==> src/rtl/rx_deframer.sv <==
// HDLC receive deframer: flag/abort detection, zero de-stuffing, LSB-first byte assembly, frame status.
// Flag/abort detect 2 clocks after the last pattern bit; a byte is presented 10 clocks after its 8th wire bit.
module rx_deframer (
    input  logic       Clk,
    input  logic       Rst,
    input  logic       Rx,
    input  logic       RxEN,
    output logic       Rx_FlagDetect,
    output logic       Rx_AbortDetect,
    output logic       Rx_ValidFrame,
    output logic       Rx_NewByte,
    output logic [7:0] Rx_Data,
    output logic       Rx_StartFCS,
    output logic       Rx_StopFCS,
    output logic       Rx_EoF,
    output logic       Rx_AbortSignal,
    output logic       Rx_FrameError,
    output logic [7:0] Rx_FrameSize,
    output logic       Rx_Overflow
);

    typedef enum logic {HUNT = 1'b0, FRAME = 1'b1} state_t;

    state_t      r_state, w_next;
    logic        r_rx;
    logic [7:0]  r_win;
    logic        r_flag, r_abort;
    logic        r_dbit, r_dvld;
    logic [2:0]  r_skip, r_ones, r_nbits;
    logic [6:0]  r_sh;
    logic        r_any;
    logic        r_nb, r_start, r_stop, r_asig, r_eof, r_ferr, r_ovf;
    logic        r_endp, r_errp;
    logic [7:0]  r_data, r_size;
    logic        w_is_flag, w_is_abort;
    logic        w_open, w_close, w_abend;

    // Window bit 7 is the newest wire bit, bit 0 the oldest (next to be delivered).
    assign w_is_flag  = (r_win == 8'h7E);
    assign w_is_abort = (r_win == 8'hFE);

    always_comb begin
        w_next  = r_state;
        w_open  = 1'b0;
        w_close = 1'b0;
        w_abend = 1'b0;
        if (r_state == HUNT) begin
            if (r_flag) begin
                w_open = 1'b1;
                w_next = FRAME;
            end
        end else begin
            if (r_flag && r_any) begin
                w_close = 1'b1;
                w_next  = HUNT;
            end else if (r_abort) begin
                w_abend = 1'b1;
                w_next  = HUNT;
            end
        end
        if (!RxEN) begin
            w_next  = HUNT;
            w_open  = 1'b0;
            w_close = 1'b0;
            w_abend = 1'b0;
        end
    end

    always_ff @(posedge Clk) begin
        if (!Rst) r_state <= HUNT;
        else      r_state <= w_next;
    end

    always_ff @(posedge Clk) begin
        if (!Rst) begin
            r_rx    <= 1'b1;
            r_win   <= 8'hFF;
            r_flag  <= 1'b0;
            r_abort <= 1'b0;
            r_dbit  <= 1'b0;
            r_dvld  <= 1'b0;
            r_skip  <= 3'd0;
            r_ones  <= 3'd0;
            r_nbits <= 3'd0;
            r_sh    <= 7'd0;
            r_any   <= 1'b0;
            r_nb    <= 1'b0;
            r_start <= 1'b0;
            r_stop  <= 1'b0;
            r_asig  <= 1'b0;
            r_eof   <= 1'b0;
            r_ferr  <= 1'b0;
            r_endp  <= 1'b0;
            r_errp  <= 1'b0;
            r_ovf   <= 1'b0;
            r_data  <= 8'h00;
            r_size  <= 8'h00;
        end else if (!RxEN) begin
            r_rx    <= 1'b1;
            r_win   <= 8'hFF;
            r_flag  <= 1'b0;
            r_abort <= 1'b0;
            r_dvld  <= 1'b0;
            r_skip  <= 3'd0;
            r_nb    <= 1'b0;
            r_start <= 1'b0;
            r_stop  <= 1'b0;
            r_asig  <= 1'b0;
            r_eof   <= 1'b0;
            r_ferr  <= 1'b0;
            r_endp  <= 1'b0;
            r_errp  <= 1'b0;
        end else begin
            r_rx    <= Rx;
            r_win   <= {r_rx, r_win[7:1]};
            r_flag  <= w_is_flag;
            r_abort <= w_is_abort;
            // Flag bits (8 shifts from detection) and the abort's leading 0 never reach byte assembly.
            r_dbit  <= r_win[0];
            r_dvld  <= !w_is_flag && !w_is_abort && (r_skip == 3'd0);
            if (w_is_flag)          r_skip <= 3'd7;
            else if (r_skip != 3'd0) r_skip <= r_skip - 3'd1;

            r_start <= w_open;
            r_stop  <= w_close;
            r_asig  <= w_abend;
            r_endp  <= w_close || w_abend;
            r_errp  <= w_close && (r_nbits != 3'd0);
            r_eof   <= r_endp;
            r_ferr  <= r_errp;
            r_nb    <= 1'b0;

            if (w_open) begin
                r_ones  <= 3'd0;
                r_nbits <= 3'd0;
                r_any   <= 1'b0;
                r_size  <= 8'h00;
                r_ovf   <= 1'b0;
            end else begin
                if (r_nb) begin
                    if (r_size == 8'd128) r_ovf  <= 1'b1;
                    if (r_size != 8'd255) r_size <= r_size + 8'd1;
                end
                if (r_state == FRAME && r_dvld) begin
                    r_any <= 1'b1;
                    if (!r_dbit && r_ones == 3'd5) begin
                        r_ones <= 3'd0;
                    end else begin
                        if (!r_dbit)              r_ones <= 3'd0;
                        else if (r_ones != 3'd7) r_ones <= r_ones + 3'd1;
                        r_sh <= {r_dbit, r_sh[6:1]};
                        if (r_nbits == 3'd7) begin
                            r_data  <= {r_dbit, r_sh};
                            r_nb    <= 1'b1;
                            r_nbits <= 3'd0;
                        end else begin
                            r_nbits <= r_nbits + 3'd1;
                        end
                    end
                end
            end
        end
    end

    assign Rx_FlagDetect  = r_flag;
    assign Rx_AbortDetect = r_abort;
    assign Rx_ValidFrame  = (r_state == FRAME);
    assign Rx_NewByte     = r_nb;
    assign Rx_Data        = r_data;
    assign Rx_StartFCS    = r_start;
    assign Rx_StopFCS     = r_stop;
    assign Rx_EoF         = r_eof;
    assign Rx_AbortSignal = r_asig;
    assign Rx_FrameError  = r_ferr;
    assign Rx_FrameSize   = r_size;
    assign Rx_Overflow    = r_ovf;

endmodule
==> config.mk <==
export PLATFORM = sky130hd
export DESIGN_NAME = rx_deframer
export DESIGN_NICKNAME = d
export VERILOG_FILES = /design/src/rtl/rx_deframer.sv
export SDC_FILE = /design/constraint.sdc
export NUM_CORES = 1
export LEC_CHECK = 0
export CAP_MARGIN = 20
export CELL_PAD_IN_SITES_DETAIL_PLACEMENT = 0
export CELL_PAD_IN_SITES_GLOBAL_PLACEMENT = 1
export CORE_ASPECT_RATIO = 1.75
export CORE_UTILIZATION = 30
export DETAILED_ROUTE_END_ITERATION = 8
export PLACE_DENSITY_LB_ADDON = 0.1
export SYNTH_ARGS = -nofsm -noshare
export SYNTH_HDL_FRONTEND = slang
export SYNTH_SLANG_ARGS = --single-unit
==> constraint.sdc <==
create_clock -name Clk -period 1.74 [get_ports Clk]
set_input_delay 0.174 -clock Clk [delete_from_list [all_inputs] [get_ports Clk]]
set_output_delay 0.174 -clock Clk [all_outputs]
set_load 0.05 [all_outputs]
==> impl_results.md, run 1 <==
* Vias in the first global route at 1,779
* WL per Instance at between 10 and 15 um
* Total Power at about 2500 uW
* Fin crit share at 0.9541
* DR pass1 iterations at 4
* Final HPWL from detailed placement at 4030 um
* YS warnings at 0
* Antenna violations before repair at 0
* Top_reg_cell synth: dfxtp_1
* Pin count of the biggest net entering global routing at 25
* DRC Markers at 0
* Drt total wl at about 5300 um
* Final slew viol count at 0
* Seq pwr share at 0.520
* Psw at approximately 500 uW
* Yosys cell types at 40
* H-tree levels at 2
* Antenna Nets Post-Route at 0
* Logic gate share of total power at 0.041
* Area grow syn2layout at 32.52%
* CTS Sinks at 56
* Crit Path Max Fanout at 6
* Synth Instances at about 240
* Clk_lat worst skew at between 0.2 and 0.3 ns
* Startpoint Class: register
* Die width at about 68 um
* Post_cts resized at 0
* Ant. Diodes at 0
* Non-filler instance count after layout at 376
* I/O pins at 30
* Rel. slew slack at 0.6630
* Area share of the largest cell type after synthesis at 0.4956
* Kind of end point of the critical path: register
* Synth Register Bits at 56
* Share of cells above drive strength 1 at 0.1828
* Clock-pin slew on the worst setup and hold paths at ~0.070 ns
* Final min period at about 1.7 ns
* Post-synthesis cell area at approximately 2300 um^2
* Max Cap Viol at 0
* CTS Buf Count at 5
* Commonest non-fill, non-tap cell in the layout: dfxtp_1
* CTS tree: done
* Async SR Flop Fraction at 0
* FP Rows at between 40 and 50
* Worst reg2reg path depth at 6
* Worst EP arrival at ~1.9 ns
* Placer Congestion at 0.7477
* Post-CTS Setup Repair Bufs at 0
* Reg2Reg Setup Slack at approximately 0.08 ns
* Most frequent cells in the layout: dfxtp_1 (51), buf_4 (33), nor2_1 (26)
* Synth area leaders: dfxtp_1 (50%), mux2i_1 (7.1%), ha_1 (5.5%), nor2_1 (4.3%), nand2b_1 (3.3%)
* Static leakage at approximately 0.0013 uW
* Syn_nets at roughly 250
* Fmax at approximately 600 MHz
* Fin Setup TNS at 0 ns
* Worst-margin pin slew at slightly above 0.5 ns
* Cell count after placement at 370
* Critical Path RT at 1.97 ns
* Clk Tree Root Cell: clkbuf_16
* First-pass GRT wire length at 8576 um
* Die span in y at around 120 um
* Clock share of power at 0.439
* Seq/Total Area, Yosys at 0.4956
* DR vias/cell at 4.939
* Switching share of power at 0.2004
* CTS Hold Bufs at 0
* Peak supply drop at 0.6340 mV
* RSZ-0062 raised after global routing: false
* Setup Crit Path Kind: reg2reg
* Syn_area_per_cell at approximately 9.5 um^2
* Final Setup Violations at 0
* Post-synth EDFFs at 0
* Clock Skew at 0.003793 ns
* PwrDens at between 800 and 900 nW/um^2
* Area leader, netlist: dfxtp_1
* Clock Path Buffers at 2
* Final nets at 305
* Outcome: finished clean
* Hold depth at 1
* Initial Util at 0.3127
* Fin. Hold Viols at 0
* Gr ovfl total at 0
* Initial drt markers at 64
* Total GRT Usage at 0.1485
* Fin util at 0.4145
* Internal power at 1994 uW
* Core area at 7233 um^2
* Via count at roughly 1,900
* Port Buffers at 29
* Worst hold path type: reg2reg
* Die Area at between 7000 and 8000 um^2
==> worst paths after layout <==
check	startpoint	to
max	r_ones[0]$_SDFFE_PN0P_	r_ones[2]$_SDFFE_PN0P_
min	r_rx$_SDFF_PN1_	r_win[7]$_SDFF_PN1_
max reg2reg	r_ones[0]$_SDFFE_PN0P_	r_ones[2]$_SDFFE_PN0P_
min reg2reg	r_rx$_SDFF_PN1_	r_win[7]$_SDFF_PN1_
==> power by group through the flow <==
stage / Clock [uW] / Sequential [uW] / Combinational, uW
floorplan: 0 / 1340 / 37.5
global placement: 0 / 1330 / 104
detailed placement: 0 / 1330 / 103
CTS: 1150 / 1300 / 104
global route: 1190 / 1300 / 110
finish: 1090 / 1300 / 102
==> cells by family after synthesis <==
kind of cell / synth area share
DFF: 0.4956
xor gates and xnor gates: 0.003872
and+or+nand+nor: 0.2434
buffers and inverters: 0.03761
adders and majority gates: 0.05531
AOI/OAI and AO/OA: 0.09348
muxes: 0.07079
==> area by class of cell <==
cell class / instances / area, um^2
fill: 726 / 4235
sequential: 56 / 1127
multi-input combinational: 162 / 1081
timing repair buffer: 55 / 485.5
clock buffer: 5 / 125.1
tap: 86 / 107.6
inverter: 11 / 41.29
clock inverter: 1 / 30.03
==> layer usage <==
metal / GRT usage / wire [um] / up-vias
met4: 0.07092 / 149 / 0
met5: 0 / 0 / -
met1: 0.1469 / 2052 / 871
met2: 0.2825 / 2978 / 35
li1: - / - / 941
met3: 0.02810 / 147 / 10
==> sequential cells by signal, indices dropped and copies added (netlist names), 3 cells and up <==
name	count
Rx_Data	8
r_win	8
r_nbits	3
r_sh	7
r_skip	3
r_ones	3
Rx_FrameSize	8
==> critical path: stages, from the launching register on <==
cell     delay (ns)
dfxtp_2        0.34
ha_1           0.20
ha_1           0.19
nand2_2        0.08
a31oi_4        0.11
or4b_4         0.53
a21oi_2        0.14
==> synth_stat cells (2+ instances only) <==
master	instances
clkbuf_1	4
nand3b_1	3
or4_1	5
buf_2	2
a21oi_1	14
nor4_1	2
nand2b_1	12
and4_1	3
and3_1	8
dfxtp_1	56
inv_1	11
nand4_1	3
nor3_1	4
a31oi_1	6
nor2b_1	2
o211ai_1	4
mux2i_1	16
nand3_1	7
o21ai_0	5
or4b_1	2
ha_1	10
nor2_1	26
nand2_1	15
==> metrics by stage <==
| step | setup WS (ns) | area (um^2) | hold WS, ns |
|---|---|---|---|
| 3_5_place_dp | -0.008075 | 2809 | 0.3969 |
| 4_1_cts | 0.01242 | 2964 | 0.4150 |
| 2_1_floorplan | -0.007874 | 2267 | 0.2755 |
| 6_report | 0.07990 | 2998 | 0.4101 |
| 3_3_place_gp | 0.008012 | 2809 | 0.3898 |
| 5_1_grt | 0.001501 | 2998 | 0.4366 |
Power figures use the tool's default switching activity.
==> run 2: changes to the inputs <==
--- a/config.mk
+++ b/config.mk
@@ -12,6 +12,7 @@
 export CORE_UTILIZATION = 30
 export DETAILED_ROUTE_END_ITERATION = 8
 export PLACE_DENSITY_LB_ADDON = 0.1
+export SLEW_MARGIN = 20
 export SYNTH_ARGS = -nofsm -noshare
 export SYNTH_HDL_FRONTEND = slang
 export SYNTH_SLANG_ARGS = --single-unit
==> results of run 2 <==
No change in the layout: final DEF, timing and power equal those of run 1.
